**config.mk**
```make
export PLATFORM = sky130hd
export DESIGN_NAME = mem_access_unit
export DESIGN_NICKNAME = d
export VERILOG_FILES = /design/src/rtl/mem_access_unit.sv
export SDC_FILE = /design/constraint.sdc
export NUM_CORES = 1
export LEC_CHECK = 0
export BUFFER_PORTS_ARGS = -buffer_cell sky130_fd_sc_hd__buf_4
export CAP_MARGIN = 20
export CORE_MARGIN = 1
export CORE_UTILIZATION = 30
export CTS_CLUSTER_DIAMETER = 150
export DETAILED_ROUTE_END_ITERATION = 10
export GPL_TIMING_DRIVEN = 1
export SLEW_MARGIN = 5
export SYNTH_ARGS = -nofsm -noshare
export SYNTH_HDL_FRONTEND = slang
export SYNTH_SLANG_ARGS = --single-unit
```
**constraint.sdc**
```tcl
create_clock -name clk -period 7.3 [get_ports clk]
set_input_delay 0 -clock clk [delete_from_list [all_inputs] [get_ports clk]]
set_output_delay 0 -clock clk [all_outputs]
set_load 0.02 [all_outputs]
```
**src/rtl/mem_access_unit.sv**
```systemverilog
// rtl/mem_access_unit.sv - load/store unit bridging core byte/half/word requests to a big-endian word memory
module mem_access_unit #(
  parameter int MEM_BYTES = 16
) (
  input  logic        clk,
  input  logic        rst,
  input  logic        req_valid,
  output logic        req_ready,
  input  logic        req_we,
  input  logic [1:0]  req_size,
  input  logic        req_signed,
  input  logic [31:0] req_addr,
  input  logic [31:0] req_wdata,
  output logic        resp_valid,
  output logic [31:0] resp_rdata,
  output logic        resp_err,
  output logic [31:0] mem_addr,
  output logic [31:0] mem_wdata,
  output logic        mem_wenable,
  output logic        mem_renable,
  input  logic [31:0] mem_rdata
);

  typedef enum logic [2:0] {IDLE, READ, MERGE, WRITE, RESP} state_t;

  localparam logic [31:0] LAST_BASE = 32'(MEM_BYTES - 4);
  localparam logic [32:0] MEM_END   = 33'(MEM_BYTES);

  state_t      state_q;
  logic        req_ready_q;
  logic        resp_valid_q;
  logic [31:0] resp_rdata_q;
  logic        resp_err_q;
  logic [31:0] mem_addr_q;
  logic        mem_wenable_q;
  logic        mem_renable_q;
  logic        we_q;
  logic [1:0]  size_q;
  logic        signed_q;
  logic [1:0]  lane_q;
  logic [31:0] wdata_q;

  logic [2:0]  nbytes_d;
  logic [32:0] end_d;
  logic        err_d;
  logic [31:0] base_d;
  logic [1:0]  lane_d;
  logic [4:0]  shift_d;
  logic [31:0] aligned_d;
  logic [31:0] load_d;
  logic [31:0] lane_mask_d;
  logic [31:0] insert_d;
  logic [31:0] merge_d;
  logic        accept_d;

  assign accept_d = req_valid && req_ready_q && (state_q == IDLE);

  // Bounds check is done in 33 bits so an address near 2^32 cannot wrap into range.
  always_comb begin
    nbytes_d = 3'd4;
    if (req_size == 2'b00) nbytes_d = 3'd1;
    else if (req_size == 2'b01) nbytes_d = 3'd2;
    end_d  = {1'b0, req_addr} + {30'b0, nbytes_d};
    err_d  = (req_size == 2'b11) || (end_d > MEM_END);
    base_d = (req_addr < LAST_BASE) ? req_addr : LAST_BASE;
    lane_d = req_addr[1:0] - base_d[1:0];
  end

  // Lane k sits k bytes below the top of the big-endian word; shifting left aligns it to the top.
  always_comb begin
    shift_d   = {lane_q, 3'b000};
    aligned_d = mem_rdata << shift_d;
    load_d    = mem_rdata;
    if (size_q == 2'b00)
      load_d = {{24{signed_q & aligned_d[31]}}, aligned_d[31:24]};
    else if (size_q == 2'b01)
      load_d = {{16{signed_q & aligned_d[31]}}, aligned_d[31:16]};
    lane_mask_d = ((size_q == 2'b00) ? 32'hFF00_0000 : 32'hFFFF_0000) >> shift_d;
    insert_d    = ((size_q == 2'b00) ? {wdata_q[7:0], 24'b0} : {wdata_q[15:0], 16'b0}) >> shift_d;
    merge_d     = (mem_rdata & ~lane_mask_d) | insert_d;
  end

  always_ff @(posedge clk or posedge rst) begin
    if (rst) begin
      state_q       <= IDLE;
      req_ready_q   <= 1'b0;
      resp_valid_q  <= 1'b0;
      resp_rdata_q  <= 32'b0;
      resp_err_q    <= 1'b0;
      mem_addr_q    <= 32'b0;
      mem_wenable_q <= 1'b0;
      mem_renable_q <= 1'b0;
      we_q          <= 1'b0;
      size_q        <= 2'b0;
      signed_q      <= 1'b0;
      lane_q        <= 2'b0;
      wdata_q       <= 32'b0;
    end else begin
      case (state_q)
        IDLE: begin
          req_ready_q <= !accept_d;
          if (accept_d) begin
            we_q     <= req_we;
            size_q   <= req_size;
            signed_q <= req_signed;
            lane_q   <= lane_d;
            wdata_q  <= req_wdata;
            if (err_d) begin
              state_q      <= RESP;
              resp_valid_q <= 1'b1;
              resp_err_q   <= 1'b1;
              resp_rdata_q <= 32'b0;
            end else if (req_we && req_size == 2'b10) begin
              state_q       <= WRITE;
              mem_wenable_q <= 1'b1;
              mem_addr_q    <= req_addr;
            end else begin
              state_q       <= READ;
              mem_renable_q <= 1'b1;
              mem_addr_q    <= base_d;
            end
          end
        end
        READ: begin
          state_q       <= MERGE;
          mem_renable_q <= 1'b0;
          mem_wenable_q <= we_q;
          if (!we_q) mem_addr_q <= 32'b0;
        end
        MERGE: begin
          state_q       <= RESP;
          mem_wenable_q <= 1'b0;
          mem_addr_q    <= 32'b0;
          resp_valid_q  <= 1'b1;
          resp_err_q    <= 1'b0;
          resp_rdata_q  <= we_q ? 32'b0 : load_d;
        end
        WRITE: begin
          state_q       <= RESP;
          mem_wenable_q <= 1'b0;
          mem_addr_q    <= 32'b0;
          resp_valid_q  <= 1'b1;
          resp_err_q    <= 1'b0;
          resp_rdata_q  <= 32'b0;
        end
        RESP: begin
          state_q      <= IDLE;
          resp_valid_q <= 1'b0;
          req_ready_q  <= 1'b1;
        end
        default: begin
          state_q       <= IDLE;
          mem_wenable_q <= 1'b0;
          mem_renable_q <= 1'b0;
        end
      endcase
    end
  end

  assign req_ready   = req_ready_q;
  assign resp_valid  = resp_valid_q;
  assign resp_rdata  = resp_rdata_q;
  assign resp_err    = resp_err_q;
  assign mem_addr    = mem_addr_q;
  assign mem_wenable = mem_wenable_q;
  assign mem_renable = mem_renable_q;
  // Merged store data depends on the read word that only arrives during MERGE.
  assign mem_wdata   = !mem_wenable_q ? 32'b0 : ((state_q == MERGE) ? merge_d : wdata_q);

endmodule
```
==> tab_implementation.tex, run 1 <==
\begin{tabular}{lr}
\hline
Metric & Value \\
\hline
\multicolumn{2}{l}{\textbf{Outcome}} \\
\quad Result of the run & finished with violations \\
\quad Violations in the final reports & design-rule violations \\
\multicolumn{2}{l}{\textbf{Global routing}} \\
\quad Wire length of the first global-routing pass & approximately 38,000 um \\
\quad Largest net degree at the start of global routing & 81 \\
\quad Initial antenna violation count & 0 \\
\quad Total overflow reported by the global router & 0 \\
\quad Number of global-route vias before repair & 6,664 \\
\quad Global-route total usage across every layer & between 20\% and 30\% \\
\multicolumn{2}{l}{\textbf{Floorplan}} \\
\quad Row Count & 54 \\
\quad Ports & 204 \\
\quad Initial cell density of the core & 30.82\% \\
\quad Die boundary height & 152.4 um \\
\quad Die footprint & $\sim$0.023 mm\^{}2 \\
\quad Die X-Extent & roughly 150 um \\
\quad Core footprint & between 0.02 and 0.025 mm\^{}2 \\
\multicolumn{2}{l}{\textbf{Yosys}} \\
\quad Post-synthesis average cell area & 8.603 um\^{}2 \\
\quad Total standard cell area after synthesis & approximately 0.0068 mm\^{}2 \\
\quad Sequential fraction of the synthesis area & between 40\% and 50\% \\
\quad Leading area contributor after synthesis & sky130\_fd\_sc\_hd\_\_dfrtp\_1 \\
\quad Synth warnings & 0 \\
\quad Dominant cell by count in the synthesized netlist & sky130\_fd\_sc\_hd\_\_nand2\_1 \\
\quad Most used standard cells in the synthesized netlist & sky130\_fd\_sc\_hd\_\_nand2\_1, sky130\_fd\_sc\_hd\_\_dfrtp\_1, sky130\_fd\_sc\_hd\_\_clkbuf\_1, sky130\_fd\_sc\_hd\_\_nor2\_1, sky130\_fd\_sc\_hd\_\_inv\_1 \\
\quad Synthesized instance count & about 790 \\
\quad Yosys top cell area share & 40.55\% \\
\quad Number of enable flip-flop cells after synthesis & 0 \\
\quad Most used flip-flop cell after synthesis & sky130\_fd\_sc\_hd\_\_dfrtp\_1 \\
\quad Count of cell types in the netlist & 67 \\
\quad Synthesized netlist net count & 896 \\
\quad Proportion of register bits with asynchronous set or reset after synthesis & 100.0\% \\
\quad Number of synthesized register bits & 110 \\
\quad Ranking of synthesized cells by area & sky130\_fd\_sc\_hd\_\_dfrtp\_1, sky130\_fd\_sc\_hd\_\_nand2\_1, sky130\_fd\_sc\_hd\_\_a21boi\_0 \\
\multicolumn{2}{l}{\textbf{Detailed routing}} \\
\quad Via count & between 6,000 and 7,000 \\
\quad Final routed DRC violation total & 5 \\
\quad Number of detailed-routing iterations run before antenna repair & 11 \\
\quad Via count normalized by instance count & between 5 and 6 \\
\quad Routed wirelength normalized by instance count & 18.51 um \\
\quad Aggregate routed wire length & roughly 24,000 um \\
\quad Residual antenna-violating net count after detailed routing & 0 \\
\quad DR iter-0 viols & between 600 and 700 \\
\multicolumn{2}{l}{\textbf{Critical path}} \\
\quad CP most frequent cell & sky130\_fd\_sc\_hd\_\_nor2\_1 \\
\quad Stage delay of the slowest cell on the critical path & 0.81 ns \\
\quad Arrival @ worst endpoint & roughly 3.4 ns \\
\quad Capturing point of the worst reg2reg path & resp\_rdata[29] \\
\quad Capturing element type of the critical path & output port \\
\quad Critical setup path kind & reg2out \\
\quad FF-to-FF Start & state\_q[2] \\
\quad Slowest cell on crit path & sky130\_fd\_sc\_hd\_\_dfrtp\_1 \\
\quad Highest net fanout along the worst path & 19 \\
\quad Worst Setup Start Kind & register \\
\quad Crit path required time & between 7 and 8 ns \\
\quad Family with the most delay on the worst path & simple AND/OR/NAND/NOR gates \\
\quad Number of cells on the worst reg-to-reg path & 5 \\
\quad Count of buffer and inverter cells on the critical path & 2 \\
\quad List of cells traversed by the critical path & inv\_1, nor2\_1, nor2\_1, a221oi\_1, a21oi\_1, buf\_4 \\
\quad Flop-to-flop setup slack & 4.39 ns \\
\multicolumn{2}{l}{\textbf{Min path}} \\
\quad Worst hold path cell count & 3 \\
\quad Worst min-delay path endpoint & resp\_rdata[30] \\
\quad Start point of the worst hold path & mem\_rdata[30] \\
\quad Path class of the lowest-slack min-delay path & in2reg \\
\multicolumn{2}{l}{\textbf{Layout}} \\
\quad Final Util & a little over two fifths \\
\quad Fin area & roughly 0.0095 mm\^{}2 \\
\quad Share of post-route cells with drive strength above 1 & 24.93\% \\
\quad Synthesis-to-finish area growth & 39.50\% \\
\quad Number of nets in the finished design & about 1,100 \\
\quad Number of antenna repair diodes & 0 \\
\quad Post-layout instance count excluding filler cells & between 1,000 and 1,500 \\
\multicolumn{2}{l}{\textbf{Pwr}} \\
\quad Worst supply voltage drop on vdd & about 0.11 mV \\
\quad Net Switching & between 0.0006 and 0.0007 W \\
\quad Clk network pwr share & between 20\% and 30\% \\
\quad Logic pwr share & 32.7\% \\
\quad Power per standard cell area & approximately 190 mW/mm\^{}2 \\
\quad Switching power share of the total & around 36\% \\
\quad Internal power of the cells & approximately 0.0012 W \\
\quad Part of the total power dissipated in sequential elements & a little under two fifths \\
\quad Leakage & roughly 4.4 nW \\
\multicolumn{2}{l}{\textbf{Clock tree}} \\
\quad Inserted Clock Buffers & 9 \\
\quad CTS H-tree depth & 3 \\
\quad Num Clock Sinks & 110 \\
\quad Cell at the root of the clock tree & sky130\_fd\_sc\_hd\_\_clkbuf\_16 \\
\quad Deepest clock path buffer count & 2 \\
\quad Clock tree from TritonCTS & yes \\
\quad Post CTS Setup Buffer Count & 0 \\
\quad Clock latency at the later pin of the worst-skew pair & 0.36 ns \\
\quad Clk pin slew, worst setup/hold paths & roughly 0.08 ns \\
\multicolumn{2}{l}{\textbf{Timing}} \\
\quad Setup TNS Final & 0 ns \\
\quad Final Slew Violations & 0 \\
\quad Worst Max-Slew Pin Slew & 1.011 ns \\
\quad Final hold viol count & 0 \\
\quad Minimum period implied by the final worst setup slack & around 3.4 ns \\
\quad Headroom to the max-slew limit & approximately 33\% \\
\quad RSZ-0062 raised after global routing & no \\
\quad Fmax & just under 300 MHz \\
\quad Final count of negative-setup-slack endpoints & 0 \\
\quad Worst Clk Skew & 0.01147 ns \\
\quad WHS & between 0.03 and 0.04 ns \\
\quad Final worst path period share & between 40\% and 50\% \\
\multicolumn{2}{l}{\textbf{Placed design}} \\
\quad Number of buffers inserted by port buffering & slightly above 200 \\
\quad GP Congestion & 0.8765 \\
\quad HPWL after detailed placement & between 15,000 and 20,000 um \\
\quad Placed cell area & approximately 0.0085 mm\^{}2 \\
\quad Total instance count after detailed placement & $\sim$1,200 \\
\multicolumn{2}{l}{\textbf{Flow run}} \\
\quad Count of max-cap constraint violations & 0 \\
\hline
\end{tabular}
==> worst max path at each step <==
stage	from	end	cells past startpoint
floorplan	rst	lane_q[0]	1
global placement	req_size[1]	mem_addr[2]	11
detailed placement	req_size[1]	mem_addr[3]	11
CTS	req_size[1]	mem_addr[3]	12
global route	req_size[1]	mem_addr[2]	12
finish	lane_q[1]	mem_wdata[15]	6
==> layout by cell type, fill, tap and decap left out, types with 4 or more instances in the layout <==
master	Yosys	routed
sky130_fd_sc_hd__o31ai_1	15	15
sky130_fd_sc_hd__nand2b_1	13	13
sky130_fd_sc_hd__a21oi_1	35	35
sky130_fd_sc_hd__mux4_2	8	8
sky130_fd_sc_hd__o32ai_1	17	17
sky130_fd_sc_hd__nand2_1	163	163
sky130_fd_sc_hd__nand4_1	8	8
sky130_fd_sc_hd__and2_1	29	29
sky130_fd_sc_hd__a221o_1	6	6
sky130_fd_sc_hd__a21boi_0	32	32
sky130_fd_sc_hd__a31oi_1	5	5
sky130_fd_sc_hd__inv_1	39	38
sky130_fd_sc_hd__clkbuf_16	0	9
sky130_fd_sc_hd__o211ai_1	13	13
sky130_fd_sc_hd__o221ai_1	16	16
sky130_fd_sc_hd__nor3_1	18	18
sky130_fd_sc_hd__nor2_1	41	41
sky130_fd_sc_hd__o22ai_1	4	4
sky130_fd_sc_hd__and4_1	6	6
sky130_fd_sc_hd__xor2_1	7	7
sky130_fd_sc_hd__dfrtp_1	110	110
sky130_fd_sc_hd__buf_4	3	211
sky130_fd_sc_hd__and3_1	9	9
sky130_fd_sc_hd__a211oi_1	8	8
sky130_fd_sc_hd__dlygate4sd3_1	0	62
sky130_fd_sc_hd__nor4_1	7	6
sky130_fd_sc_hd__nor2b_1	12	10
sky130_fd_sc_hd__a221oi_1	8	8
sky130_fd_sc_hd__mux2i_1	18	18
sky130_fd_sc_hd__o21ai_0	20	20
sky130_fd_sc_hd__nand3_1	22	22
==> cell type report <==
class | instances | area (um^2)
Fill cell | 2208 | 12560
Multi-Input combinational cell | 587 | 3666
Sequential cell | 110 | 2753
Timing Repair Buffer | 274 | 2232
Tap cell | 280 | 350.3
Clock buffer | 10 | 239.0
Inverter | 40 | 152.6
Clock inverter | 6 | 76.32
==> worst min-delay path: stages <==
cell,delay (ns)
sky130_fd_sc_hd__buf_4,0.13
sky130_fd_sc_hd__a21boi_0,0.11
sky130_fd_sc_hd__o32ai_1,0.11
==> stage by stage <==
stage,total power (W),setup WS (ns)
floorplan,0.001066,4.398
global placement,0.001284,4.200
detailed placement,0.001290,4.160
CTS,0.001856,3.972
global route,0.001947,3.788
finish,0.001846,3.917
==> registers in the layout, indices dropped and copies added, names as in the netlist <==
name and flops:
mem_addr 32, resp_rdata 32, wdata_q 32, state_q 3, lane_q 2, size_q 2
mem_renable 1, mem_wenable 1, req_ready 1, resp_err 1, resp_valid 1, signed_q 1
we_q 1
==> power groups by stage <==
stage	sequential (W)	combinational (W)	clock [W]
6_report	0.000709	0.000604	0.000532
5_1_grt	0.000717	0.000659	0.000571
4_1_cts	0.000708	0.000599	0.000549
3_5_place_dp	0.000720	0.000570	0
3_3_place_gp	0.000717	0.000567	0
2_1_floorplan	0.000695	0.000371	0
==> routing by layer <==
layer / track usage [%] / vias to the layer above / share of wire, %
met3: 3.527 / 41 / 6.6
met4: 7.840 / 0 / 2.7
li1: - / 3298 / -
met1: 29.09 / 3294 / 45
met5: 0 / - / 0
met2: 31.84 / 244 / 46
==> logic make-up after synthesis <==
family                     after synthesis  synth area share, %
buffers and inverters                   92                5.603
muxes                                   26                5.309
xor gates and xnor gates                 7               0.9032
adders and majority gates                4               0.8480
AOI/OAI and AO/OA                      203                21.95
and+or+nand+nor                        347                24.83
DFF                                    110                40.55
==> repair_timing <==
item / CTS / global route
gates resized for setup: 0 / 0
hold endpoints to repair: 94 / 0
hold buffers: 62 / 0
Power figures use the tool's default switching activity.
==> inputs of run 2 (changes only) <==
Settings changed: ABC_AREA set to 1.
Clock period 7.3 ns to 2.9 ns, I/O delays scaled along.
==> run 2 against run 1 <==
Net effect:
- the flow now finishes without violations
- synthesized cell count increased by 39%
- worst hold slack lost 0.0023 ns
- combinational power grew to 6.4 times the previous value
- global-route usage up 0.52 points
- power grew to 3.9 times the previous value
- utilization is 0.13 points lower
- sequential power rose to 3.0 times the previous value
- routed wire length rose by 12%
- count of clock-buffer cells in the layout stayed put
- register-to-register slack got worse by 3.8 ns
- clock power up 130%
- first-iteration DRC count is 7.0% higher
- critical path type is now in2reg
==> tab_implementation.tex, run 2 <==
\begin{tabular}{lr}
\hline
Metric & Value \\
\hline
\multicolumn{2}{l}{\textbf{Outcome}} \\
\quad Result of the run & completed \\
\multicolumn{2}{l}{\textbf{Critical path}} \\
\quad Critical setup path kind & in2reg \\
\quad FF-to-FF Start & lane\_q[1] \\
\quad Flop-to-flop setup slack & around 0.59 ns \\
\quad Worst Setup Start Kind & input port \\
\quad Stage delay of the slowest cell on the critical path & approximately 0.53 ns \\
\quad Number of cells on the worst reg-to-reg path & 8 \\
\quad CP most frequent cell & sky130\_fd\_sc\_hd\_\_nand2\_1 \\
\quad Capturing element type of the critical path & register \\
\quad List of cells traversed by the critical path & dlygate4sd3\_1, buf\_4, ha\_4, fa\_2, nand2\_2, nand2\_1, nand2\_2, nor2\_4, nand2\_1, nand2\_1, nor2\_2, nand2\_1, nor2\_1, nand3\_1, nand2\_2, nand4\_1, nand3\_4, clkbuf\_16, nand2\_1, nand2\_1 \\
\quad Highest net fanout along the worst path & 7 \\
\quad Slowest cell on crit path & sky130\_fd\_sc\_hd\_\_dlygate4sd3\_1 \\
\quad Capturing point of the worst reg2reg path & resp\_rdata[2] \\
\quad Crit path required time & 3.20 ns \\
\quad Arrival @ worst endpoint & 3.01 ns \\
\multicolumn{2}{l}{\textbf{Yosys}} \\
\quad Count of cell types in the netlist & 36 \\
\quad Synth warnings & 0 \\
\quad Dominant cell by count in the synthesized netlist & sky130\_fd\_sc\_hd\_\_nand2\_1 \\
\quad Synthesized netlist net count & 1,203 \\
\quad Synthesized instance count & roughly 1,100 \\
\quad Total standard cell area after synthesis & 0.007239 mm\^{}2 \\
\quad Number of enable flip-flop cells after synthesis & 0 \\
\quad Post-synthesis average cell area & around 6.6 um\^{}2 \\
\quad Number of synthesized register bits & 110 \\
\quad Yosys top cell area share & 38.02\% \\
\quad Ranking of synthesized cells by area & sky130\_fd\_sc\_hd\_\_dfrtp\_1, sky130\_fd\_sc\_hd\_\_nand2\_1, sky130\_fd\_sc\_hd\_\_inv\_1 \\
\quad Most used standard cells in the synthesized netlist & sky130\_fd\_sc\_hd\_\_nand2\_1, sky130\_fd\_sc\_hd\_\_inv\_1, sky130\_fd\_sc\_hd\_\_dfrtp\_1 \\
\quad Leading area contributor after synthesis & sky130\_fd\_sc\_hd\_\_dfrtp\_1 \\
\quad Most used flip-flop cell after synthesis & sky130\_fd\_sc\_hd\_\_dfrtp\_1 \\
\quad Sequential fraction of the synthesis area & a little under two fifths \\
\quad Proportion of register bits with asynchronous set or reset after synthesis & 100.0\% \\
\multicolumn{2}{l}{\textbf{Placed design}} \\
\quad HPWL after detailed placement & about 21,000 um \\
\quad GP Congestion & 0.9802 \\
\quad Number of buffers inserted by port buffering & between 200 and 250 \\
\multicolumn{2}{l}{\textbf{Timing}} \\
\quad Headroom to the max-slew limit & between 30 and 40\% \\
\quad Setup TNS Final & 0 ns \\
\quad Final hold viol count & 0 \\
\quad Final count of negative-setup-slack endpoints & 0 \\
\quad WHS & 0.02779 ns \\
\quad Minimum period implied by the final worst setup slack & $\sim$2.7 ns \\
\quad Final Slew Violations & 0 \\
\quad Worst Clk Skew & about 0.0075 ns \\
\quad Fmax & between 300 and 400 MHz \\
\quad RSZ-0062 raised after global routing & no \\
\quad Final worst path period share & a little over nine tenths \\
\quad Worst Max-Slew Pin Slew & 0.9387 ns \\
\multicolumn{2}{l}{\textbf{Clock tree}} \\
\quad Cell at the root of the clock tree & sky130\_fd\_sc\_hd\_\_clkbuf\_16 \\
\quad CTS H-tree depth & 3 \\
\quad Num Clock Sinks & between 100 and 150 \\
\quad Inserted Clock Buffers & 9 \\
\quad Clock latency at the later pin of the worst-skew pair & 0.36 ns \\
\quad Deepest clock path buffer count & 2 \\
\quad Clock tree from TritonCTS & yes \\
\quad Clk pin slew, worst setup/hold paths & approximately 0.07 ns \\
\multicolumn{2}{l}{\textbf{Pwr}} \\
\quad Power per standard cell area & roughly 700 mW/mm\^{}2 \\
\quad Leakage & around 5.1 nW \\
\quad Power Total & slightly above 0.007 W \\
\quad Worst supply voltage drop on vdd & 0.3494 mV \\
\multicolumn{2}{l}{\textbf{Min path}} \\
\quad Path class of the lowest-slack min-delay path & in2reg \\
\quad Worst hold path cell count & 3 \\
\quad Start point of the worst hold path & req\_addr[2] \\
\quad Worst min-delay path endpoint & mem\_addr[2] \\
\multicolumn{2}{l}{\textbf{Global routing}} \\
\quad Initial antenna violation count & 1 \\
\quad Largest net degree at the start of global routing & 46 \\
\quad Number of global-route vias before repair & 7,608 \\
\quad Total overflow reported by the global router & 0 \\
\quad Wire length of the first global-routing pass & 40,450 um \\
\quad Global-route total usage across every layer & roughly a fifth \\
\multicolumn{2}{l}{\textbf{Floorplan}} \\
\quad Initial cell density of the core & between 30\% and 40\% \\
\quad Row Count & 56 \\
\quad Core footprint & approximately 0.024 mm\^{}2 \\
\quad Die footprint & around 0.025 mm\^{}2 \\
\quad Die X-Extent & roughly 160 um \\
\quad Die boundary height & about 160 um \\
\quad Ports & $\sim$200 \\
\multicolumn{2}{l}{\textbf{Detailed routing}} \\
\quad Routed wirelength normalized by instance count & 16.39 um \\
\quad Residual antenna-violating net count after detailed routing & 0 \\
\quad Via count normalized by instance count & approximately 4.9 \\
\quad Via count & between 8,000 and 9,000 \\
\quad Final routed DRC violation total & 0 \\
\quad Number of detailed-routing iterations run before antenna repair & 6 \\
\quad Aggregate routed wire length & $\sim$27,000 um \\
\quad DR iter-0 viols & 690 \\
\multicolumn{2}{l}{\textbf{Layout}} \\
\quad Synthesis-to-finish area growth & 39.37\% \\
\quad Number of nets in the finished design & roughly 1,400 \\
\quad Share of post-route cells with drive strength above 1 & 22.87\% \\
\quad Most common library cell in the layout ignoring fill and taps & sky130\_fd\_sc\_hd\_\_nand2\_1 \\
\quad Number of fill cells in the layout & 2,573 \\
\quad Leading cell types in the layout, fill and taps excluded & sky130\_fd\_sc\_hd\_\_nand2\_1, sky130\_fd\_sc\_hd\_\_buf\_4, sky130\_fd\_sc\_hd\_\_inv\_1, sky130\_fd\_sc\_hd\_\_dfrtp\_1, sky130\_fd\_sc\_hd\_\_o21ai\_0 \\
\multicolumn{2}{l}{\textbf{Flow run}} \\
\quad Count of max-cap constraint violations & 0 \\
\hline
\end{tabular}
[run 2: cell types whose count changed after synthesis, sizes merged, moves of 15 or more]
cell / change
mux2i: -18
o31ai: -15
inv: +102
nor2: +67
nand3: +30
a21boi: -33
o32ai: -17
o21ai: +72
a21oi: +25
and2: -29
nand2: +230
[run 2: report_power, final]
group          switching (W)  total, W  leakage (nW)  internal [W]
logic                0.00252   0.00388          3.54       0.00135
clock network       0.000606   0.00123         0.138      0.000621
registers           0.000280   0.00213          1.46       0.00185
[run 2: kinds of logic after synthesis]
group / synth area share [%]
and+or+nand+nor: 32.89
AOI/OAI and AO/OA: 17.28
buffers and inverters: 10.53
DFF: 38.02
xor gates and xnor gates: 0.4840
adders and majority gates: 0.7951
[run 2: area by class of cell]
type                    instances  area [um^2]  share of cell area (%)
clock inverters                 6        52.55                  0.5208
multi-input cells             798         3856                   38.22
inverters                     144        551.8                   5.469
well taps                     319        399.1                   3.956
repair buffers                270         2236                   22.16
clock buffers                  10        239.0                   2.369
diodes                          1        2.502                 0.02480
flip-flops and latches        110         2753                   27.28
[run 2: timing repair]
item,in CTS,in global routing
endpoints found under the hold margin,77,0
setup endpoints to repair,0,68
setup buffers,0,1
hold buffers,39,0
resized for setup,0,35
[run 2: worst max-delay path, delay by kind of cell]
family	cells	cell delay [ns]
and+or+nand+nor	15	1.52
buffers and inverters	3	0.90
adders and majority gates	2	0.58
[run 2: worst max-delay path by stage]
stage,start,endpoint,slack (ns),cells after the start
2_1_floorplan,req_size[1],mem_addr[20],0.70,17
3_3_place_gp,req_size[1],mem_addr[9],0.31,17
3_5_place_dp,req_size[1],mem_addr[31],0.25,19
4_1_cts,req_addr[0],mem_addr[29],0.1,18
5_1_grt,req_addr[0],resp_rdata[27],0.02,18
6_report,req_addr[0],resp_rdata[6],0.18,20
[run 2: stage by stage]
stage	area, um^2	utilization [%]	worst slack [ns]	std cells
5_1_grt	10090	42.86	0.01895	1658
3_5_place_dp	9165	38.93	0.2463	1596
2_1_floorplan	7243	-	0.6989	1096
4_1_cts	9847	41.83	0.09698	1651
3_3_place_gp	9165	38.93	0.3126	1596
6_report	10090	42.86	0.1839	1658
[run 2: metal layers]
layer	vias up	global-route usage, %	share of wire (%)
li1	3993	-	-
met1	3724	28.53	43
met2	330	34.60	47
met3	39	3.772	7.2
met4	0	6.334	2.3
met5	-	0	0
